**src/rtl/keypad_entry_if.sv**
```systemverilog
// Keypad entry bus: key strobe and code in, digit count in, action pulses and BCD entry out.
interface keypad_entry_if;
  logic        key_valid;
  logic [3:0]  key_code;
  logic [2:0]  digit_count;
  logic        increment_counter_pulse;
  logic        restart_pulse;
  logic        enter_pulse;
  logic [15:0] entry_code;

  modport master (
    output key_valid,
    output key_code,
    output digit_count,
    input  increment_counter_pulse,
    input  restart_pulse,
    input  enter_pulse,
    input  entry_code
  );

  modport slave (
    input  key_valid,
    input  key_code,
    input  digit_count,
    output increment_counter_pulse,
    output restart_pulse,
    output enter_pulse,
    output entry_code
  );
endinterface

```
**src/rtl/keypad_entry.sv**
```systemverilog
// Keypad front end: synchronise, debounce and classify key strobes into counter pulses and a
// 4-digit BCD entry. Optional idle auto-clear is built when KEYPAD_TIMEOUT_EN is defined.
module keypad_entry #(
  parameter int unsigned DEBOUNCE_CYCLES = 4,
  parameter int unsigned TIMEOUT_CYCLES  = 1000
) (
  input logic           clk,
  input logic           sys_reset,
  keypad_entry_if.slave kp
);

  typedef enum logic [1:0] {StIdle, StDebounce, StAccept, StWaitRelease} state_e;

  localparam logic [7:0] DbLast = 8'(DEBOUNCE_CYCLES - 1);

  state_e      state_q, state_d;
  logic        sync1_q, kv_s_q;
  logic [7:0]  db_cnt_q, db_cnt_d;
  logic [3:0]  kc_q, kc_d;
  logic [15:0] entry_q, entry_d;
  logic        inc_q, inc_d;
  logic        restart_q, restart_d;
  logic        enter_q, enter_d;
  logic        timeout;

`ifdef KEYPAD_TIMEOUT_EN
  logic [31:0] idle_cnt_q, idle_cnt_d;

  // Counts consecutive IDLE cycles with digits held; any other state restarts it.
  always_comb begin
    timeout    = 1'b0;
    idle_cnt_d = 32'd0;
    if (state_q == StIdle && kp.digit_count != 3'd0) begin
      if (idle_cnt_q == TIMEOUT_CYCLES - 1) begin
        timeout = 1'b1;
      end else begin
        idle_cnt_d = idle_cnt_q + 32'd1;
      end
    end
  end

  always_ff @(posedge clk) begin
    if (sys_reset) begin
      idle_cnt_q <= 32'd0;
    end else begin
      idle_cnt_q <= idle_cnt_d;
    end
  end
`else
  logic unused_timeout_cycles;
  assign unused_timeout_cycles = ^TIMEOUT_CYCLES;
  assign timeout = 1'b0;
`endif

  always_ff @(posedge clk) begin
    if (sys_reset) begin
      state_q   <= StIdle;
      sync1_q   <= 1'b0;
      kv_s_q    <= 1'b0;
      db_cnt_q  <= 8'd0;
      kc_q      <= 4'h0;
      entry_q   <= 16'h0000;
      inc_q     <= 1'b0;
      restart_q <= 1'b0;
      enter_q   <= 1'b0;
    end else begin
      state_q   <= state_d;
      sync1_q   <= kp.key_valid;
      kv_s_q    <= sync1_q;
      db_cnt_q  <= db_cnt_d;
      kc_q      <= kc_d;
      entry_q   <= entry_d;
      inc_q     <= inc_d;
      restart_q <= restart_d;
      enter_q   <= enter_d;
    end
  end

  always_comb begin
    state_d  = state_q;
    db_cnt_d = db_cnt_q;
    kc_d     = kc_q;
    unique case (state_q)
      StIdle: begin
        if (kv_s_q) begin
          kc_d     = kp.key_code;
          db_cnt_d = 8'd0;
          state_d  = StDebounce;
        end
      end
      StDebounce: begin
        if (!kv_s_q) begin
          state_d = StIdle;
        end else if (kp.key_code != kc_q) begin
          // Code moved under a held strobe: restart the stability window on the new code.
          kc_d     = kp.key_code;
          db_cnt_d = 8'd0;
        end else if (db_cnt_q == DbLast) begin
          state_d = StAccept;
        end else begin
          db_cnt_d = db_cnt_q + 8'd1;
        end
      end
      StAccept: begin
        db_cnt_d = 8'd0;
        state_d  = StWaitRelease;
      end
      StWaitRelease: begin
        if (kv_s_q) begin
          db_cnt_d = 8'd0;
        end else if (db_cnt_q == DbLast) begin
          state_d = StIdle;
        end else begin
          db_cnt_d = db_cnt_q + 8'd1;
        end
      end
      default: state_d = StIdle;
    endcase
  end

  always_comb begin
    entry_d   = entry_q;
    inc_d     = 1'b0;
    restart_d = 1'b0;
    enter_d   = 1'b0;
    if (state_q == StAccept) begin
      if (kc_q <= 4'h9) begin
        if (kp.digit_count < 3'd4) begin
          entry_d = {entry_q[11:0], kc_q};
          inc_d   = 1'b1;
        end
      end else if (kc_q == 4'hA) begin
        entry_d   = 16'h0000;
        restart_d = 1'b1;
      end else if (kc_q == 4'hB) begin
        // Enter with a short code behaves as clear.
        if (kp.digit_count == 3'd4) begin
          enter_d = 1'b1;
        end else begin
          entry_d   = 16'h0000;
          restart_d = 1'b1;
        end
      end
    end else if (timeout) begin
      entry_d   = 16'h0000;
      restart_d = 1'b1;
    end
  end

  assign kp.increment_counter_pulse = inc_q;
  assign kp.restart_pulse           = restart_q;
  assign kp.enter_pulse             = enter_q;
  assign kp.entry_code              = entry_q;

endmodule

```
**src/flat_wrapper.sv**
```systemverilog
// flat-port wrapper written by rule: the top's interface ports become plain ports
module keypad_entry_flat 
#(
  parameter int unsigned DEBOUNCE_CYCLES = 4,
  parameter int unsigned TIMEOUT_CYCLES  = 1000
)
  (clk, sys_reset, kp_key_valid, kp_key_code, kp_digit_count, kp_increment_counter_pulse, kp_restart_pulse, kp_enter_pulse, kp_entry_code);
  keypad_entry_if kp_i ();
  input logic clk;
  input logic sys_reset;
  input wire logic [$bits(kp_i.key_valid)-1:0] kp_key_valid;
  input wire logic [$bits(kp_i.key_code)-1:0] kp_key_code;
  input wire logic [$bits(kp_i.digit_count)-1:0] kp_digit_count;
  output wire logic [$bits(kp_i.increment_counter_pulse)-1:0] kp_increment_counter_pulse;
  output wire logic [$bits(kp_i.restart_pulse)-1:0] kp_restart_pulse;
  output wire logic [$bits(kp_i.enter_pulse)-1:0] kp_enter_pulse;
  output wire logic [$bits(kp_i.entry_code)-1:0] kp_entry_code;
  assign kp_i.key_valid = kp_key_valid;
  assign kp_i.key_code = kp_key_code;
  assign kp_i.digit_count = kp_digit_count;
  assign kp_increment_counter_pulse = kp_i.increment_counter_pulse;
  assign kp_restart_pulse = kp_i.restart_pulse;
  assign kp_enter_pulse = kp_i.enter_pulse;
  assign kp_entry_code = kp_i.entry_code;
  keypad_entry #(.DEBOUNCE_CYCLES(DEBOUNCE_CYCLES), .TIMEOUT_CYCLES(TIMEOUT_CYCLES)) u_core (.clk(clk), .sys_reset(sys_reset), .kp(kp_i));
endmodule
```
**config.mk**
```make
export PLATFORM = sky130hd
export DESIGN_NAME = keypad_entry_flat
export DESIGN_NICKNAME = d
export VERILOG_FILES = /design/src/rtl/keypad_entry_if.sv /design/src/rtl/keypad_entry.sv /design/src/flat_wrapper.sv
export SDC_FILE = /design/constraint.sdc
export NUM_CORES = 1
export LEC_CHECK = 0
export ABC_AREA = 1
export CORE_UTILIZATION = 52
export CTS_CLUSTER_SIZE = 8
export DETAILED_ROUTE_END_ITERATION = 6
export PLACE_DENSITY = 0.77
export SYNTH_ARGS = -nofsm -noshare
export SYNTH_HDL_FRONTEND = slang
export SYNTH_SLANG_ARGS = --single-unit
```
**constraint.sdc**
```tcl
create_clock -name clk -period 1.51 [get_ports clk]
set_input_delay 0.302 -clock clk [delete_from_list [all_inputs] [get_ports clk]]
set_output_delay 0.302 -clock clk [all_outputs]
set_load 0.02 [all_outputs]
```
; ---- Yosys cells after proc, flatten, opt, wreduce, memory -nomap -nowiden
; Cells that the tools add are included.
[word_totals]
regBits = 35
input_bits = 10
elab_cells = 69
[op_classes]
mux = 27
add_sub_neg = 1
magnitude_cmp = 2
eq_ne = 17
reduce_logical = 10
bitwise_logic = 3
[ops]
columns = operator, n
row1 = two-way mux 16 bit, 5
row2 = two-way mux 8 bit, 5
row3 = case mux 8 bit (4 select lines), 1
row4 = two-way mux 2 bit, 6
row5 = two-way mux 4 bit, 3
row6 = "adder 8 x 1 -> 8 bit, second input constant", 1
row7 = "equality test 4 bit, second input constant", 2
row8 = "equality test 8 x 2 -> 1 bit, second input constant", 1
row9 = "!= test 2 x 1 -> 1 bit, second input constant", 4
row10 = case mux 2 bit (4 select lines), 1
row11 = case mux 4 bit (2 select lines), 1
row12 = AND reduction 4 bit, 2
row13 = "!= test 3 bit, second input constant", 2
row14 = OR reduction 3 bit, 2
row15 = two-way mux 1 bit, 5
row16 = AND reduction 5 bit, 1
row17 = OR reduction 5 bit, 1
row18 = "equality test 2 bit, second input constant", 2
row19 = "less-or-equal comparator 4 bit, second input constant", 1
row20 = "!= test 2 bit, second input constant", 2
row21 = != test 4 bit, 1
row22 = "equality test 3 bit, second input constant", 1
row23 = "less-than comparator 3 bit, second input constant", 1
row24 = "!= test 3 x 1 -> 1 bit, second input constant", 1
row25 = other kinds (6), 8

; ---- Logic depth before layout (Yosys ltp)
[depth]
word_depth = 5
ltp_mapped = 9

; ---- Worst setup path before layout
; Ideal clock, no wire load.
[synth_timing]
path_type = register to register
from = reg u_core.kc_q[1]
to = reg u_core.entry_q[10], in the netlist u_core.kp.entry_code[10]
stages_incl_launch_ff = 9
path_buffers = 1
setup_ns = 0.132
synth_period_minus_slack_ns = 1.294
path_slack_ns = 0.216
arrival_ns = 1.162
cell_sequence = dfxtp_1 inv_1 nor3_2 o21ai_2 nand2_4 nand2_4 buf_6 nand2_1 a21oi_1
[synth_between]
elab_chain_cells = 3
elab_cells_between_ends = 9
classes_between = 1 x order compare / 4 x eq/ne / 2 x mux / 2 x reduce/logical
[synth_rtl]
columns = element, line
row1 = start: declaration, keypad_entry.sv:19  ; logic [3:0] kc_q, kc_d;
row2 = start signal: assignment, keypad_entry.sv:71  ; kc_q <= kc_d;
row3 = less-or-equal comparator 4 bit (tied with other cells), keypad_entry.sv:127  ; if (kc_q <= 4'h9) begin
row4 = != test 3 x 1 -> 1 bit (no line) (tied with other cells), --
row5 = AND reduction 4 bit (no line) or two-way mux 16 bit (tied branches), --
row6 = end signal: assignment, keypad_entry.sv:72  ; entry_q <= entry_d;
row7 = end: declaration, keypad_entry.sv:20  ; logic [15:0] entry_q, entry_d;
; Parallel ways exist; a longest one is shown, timed or not.
; A chain may end at the register's enable or synchronous reset.

; ---- Worst setup path after layout
[layout_timing]
from = reg u_core.entry_q[1], in the netlist u_core.kp.entry_code[1]
to = out kp_entry_code[1]
[layout_rtl]
columns = element, line
row1 = end: declaration, flat_wrapper.sv:17  ; output wire logic [$bits(kp_i.entry_code)-1:0] kp_entry_code;
; No word-level cell between the ends.

==> results.json <==
{
  "status": "finished clean",
  "postCtsHoldBufs": 0,
  "finalClockSkew_ns": 0.0144,
  "drive_gt1_frac": 0.175,
  "path_class": "reg2out",
  "finalHoldViolations": 0,
  "rows": 20,
  "diodes": 0,
  "slew_viol_final": 0,
  "dp_slack_ns": -0.253,
  "cp_slowest_cell": "dfxtp_1",
  "power-per-cell-area_nw_per_um2": 828,
  "cts_buffers": 5,
  "synth.net_count": 246,
  "cap_viol_max_count": 0,
  "critPathMaxStageDelay_ns": 0.39,
  "synth_warnings": 0,
  "startpoint_type": "flop",
  "synth_top_area_cell": "dfxtp_1",
  "pin_count": 29,
  "htree_levels": 2,
  "synth_area_per_cell_sq_um": 7.16,
  "synthTopCellsByArea": "dfxtp_1 42%, nand2_1 13%, nand4_1 7.8%",
  "cp.required_ns": 1.21,
  "end_kind": "output pin",
  "worst_slew_pin_slew_ns": 0.360,
  "io_buffers": 28,
  "clock_sinks": 35,
  "initial_core_util": 0.551,
  "yosysSeqAreaShare": 0.417,
  "vias_per_cell": 5.15,
  "synth.top_cell.area_share": 0.417,
  "antenna_found_initial": 0,
  "drt_first_pass_iters": 4,
  "clk_latency_ns": 0.35,
  "rsz0062_at_grt": "no",
  "grt_max_degree": 22,
  "fin_util": 0.708,
  "routedWlPerCell_um": 11.2,
  "areaGrowthSynthToFinish_pct": 28.5,
  "post_cts_buffers": 0,
  "final_antenna_net_count": 0,
  "dieArea_sq_um": 3470,
  "cp_cell_sequence": "dlygate4sd2_1",
  "grt_pass1_wl_um": 6070,
  "netlist_instances": 235,
  "setup_viol": 0,
  "grt.total_usage": 0.232,
  "drt_iter0_markers": 61,
  "die_w_um": 58.9,
  "instances_no_fill": 324,
  "cp_top_family": "flip-flops",
  "place_hpwl_um": 2590,
  "crit_fanout": 3,
  "crit_arrival_ns": 1.09,
  "finalPower_mw": 1.79,
  "synth_area_sq_um": 1680,
  "period_share": 0.921,
  "min_path_type": "reg2reg",
  "cts.path.max_buffers": 2,
  "fmax_mhz": 719,
  "drc": 0,
  "leakagePower_nw": 0.936,
  "setup_slack_ns": 0.119,
  "min_period_ns": 1.39,
  "place_congestion": 0.869,
  "max_slew_margin": 0.760,
  "ir_drop_mv": 0.543,
  "crit_buf_inv": 1,
  "die_height_um": 58.9,
  "fillCellCount": 274,
  "finalNetCount": 290,
  "grt_overflow": 0,
  "yosys_register_bits": 35,
  "grt_pass1_vias": 1466,
  "core_area_sq_um": 3050,
  "cts_tree": "built",
  "synth_cell_types": 25,
  "dr_total_vias": 1669,
  "clkTransAtPathRegs_ns": 0.12,
  "drt-total-wl_um": 3630,
  "cts_root_buf": "clkbuf_4",
  "place_inst": 316
}
[layout by cell type (no fill, tap or decap), drive strengths merged]
| master | n |
|---|---|
| nand2 | 62 |
| nor3 | 5 |
| xor2 | 1 |
| nor2 | 33 |
| o21ai | 11 |
| clkinv | 2 |
| nand4 | 21 |
| dlygate4sd2 | 19 |
| inv | 23 |
| nand3b | 2 |
| clkbuf | 5 |
| ha | 1 |
| clkdlybuf4s50 | 9 |
| buf | 17 |
| a21oi | 21 |
| nand3 | 12 |
| dfxtp | 35 |
| bufinv | 1 |
[cells by family (layout without fill, tap and decap cells)]
family	Yosys count	after routing	share of synthesized area
xor gates and xnor gates	1	1	0.00521
AOI/OAI and AO/OA	32	32	0.0997
adders and majority gates	1	1	0.00744
and+or+nand+nor	135	135	0.385
DFF	35	35	0.417
buffers and inverters	31	76	0.0863
[flip-flops by register name, summed over array words and instances (netlist names), named ones only]
name / count
u_core.sync1_q: 1
u_core.kp.enter_pulse: 1
u_core.state_q: 1
u_core.kv_s_q: 1
u_core.kp.restart_pulse: 1
u_core.kp.entry_code: 16
u_core.db_cnt_q: 8
u_core.kc_q: 4
u_core.kp.increment_counter_pulse: 1
[final timing paths]
kind,start,endpoint,slack (ns),depth (start not counted)
worst min register to register,u_core.sync1_q,u_core.kv_s_q,0.41,2
worst max register to register,u_core.db_cnt_q[0],u_core.db_cnt_q[6],0.13,9
worst min-delay path,u_core.sync1_q,u_core.kv_s_q,0.41,2
worst max-delay path,u_core.kp.entry_code[1],kp_entry_code[1],0.12,1
[timing repair]
action                     4_1_cts  5_1_grt
gates cloned                     0        0
setup endpoints to repair       19       15
gates resized for setup         19        9
[final cells by class]
class | instances | area (sq um) | share of cell area
Clock buffer | 5 | 37.5 | 0.0174
Clock inverter | 3 | 43.8 | 0.0203
Inverter | 23 | 86.3 | 0.0400
Multi-Input combinational cell | 169 | 848 | 0.393
Sequential cell | 35 | 706 | 0.327
Tap cell | 44 | 55.1 | 0.0255
Timing Repair Buffer | 45 | 384 | 0.178
[stage by stage]
step	hold WS [ns]	area [sq um]	TNS, ns
after floorplan	0.371	1680	0
after global placement	0.394	2090	-3.01
after detailed placement	0.404	2090	-4.64
after CTS	0.420	2140	0
after global routing	0.444	2160	0
final	0.414	2160	0
[per-layer routing]
layer | up-vias | global-route usage | wire length (um)
met5 | - | 0 | 0
met3 | 8 | 0.0725 | 156
met2 | 34 | 0.378 | 1730
li1 | 867 | - | -
met4 | 0 | 0.109 | 84
met1 | 760 | 0.277 | 1650
[where the power goes]
part,switching [mW],internal (mW),leakage [nW],total [mW]
combinational,0.0837,0.0708,0.606,0.155
sequential,0.0167,0.936,0.285,0.953
clock,0.334,0.348,0.0452,0.682
total,0.434,1.36,0.936,1.79
[cell usage after synthesis]
| master | n |
|---|---|
| o21ai_0 | 7 |
| nand2_1 | 58 |
| a21oi_1 | 21 |
| inv_1 | 19 |
| o21ai_2 | 2 |
| inv_2 | 4 |
| buf_6 | 1 |
| nand2_2 | 1 |
| o21ai_1 | 2 |
| nand3_1 | 11 |
| buf_2 | 4 |
| nor3_1 | 3 |
| nand4_1 | 21 |
| nor2_8 | 1 |
| xor2_1 | 1 |
| nand3b_1 | 2 |
| clkbuf_1 | 2 |
| nand3_2 | 1 |
| dfxtp_1 | 35 |
| ha_1 | 1 |
| buf_12 | 1 |
| nand2_4 | 3 |
| nor2_1 | 31 |
| nor3_2 | 2 |
| nor2_2 | 1 |
(Power assumes the default switching activity.)
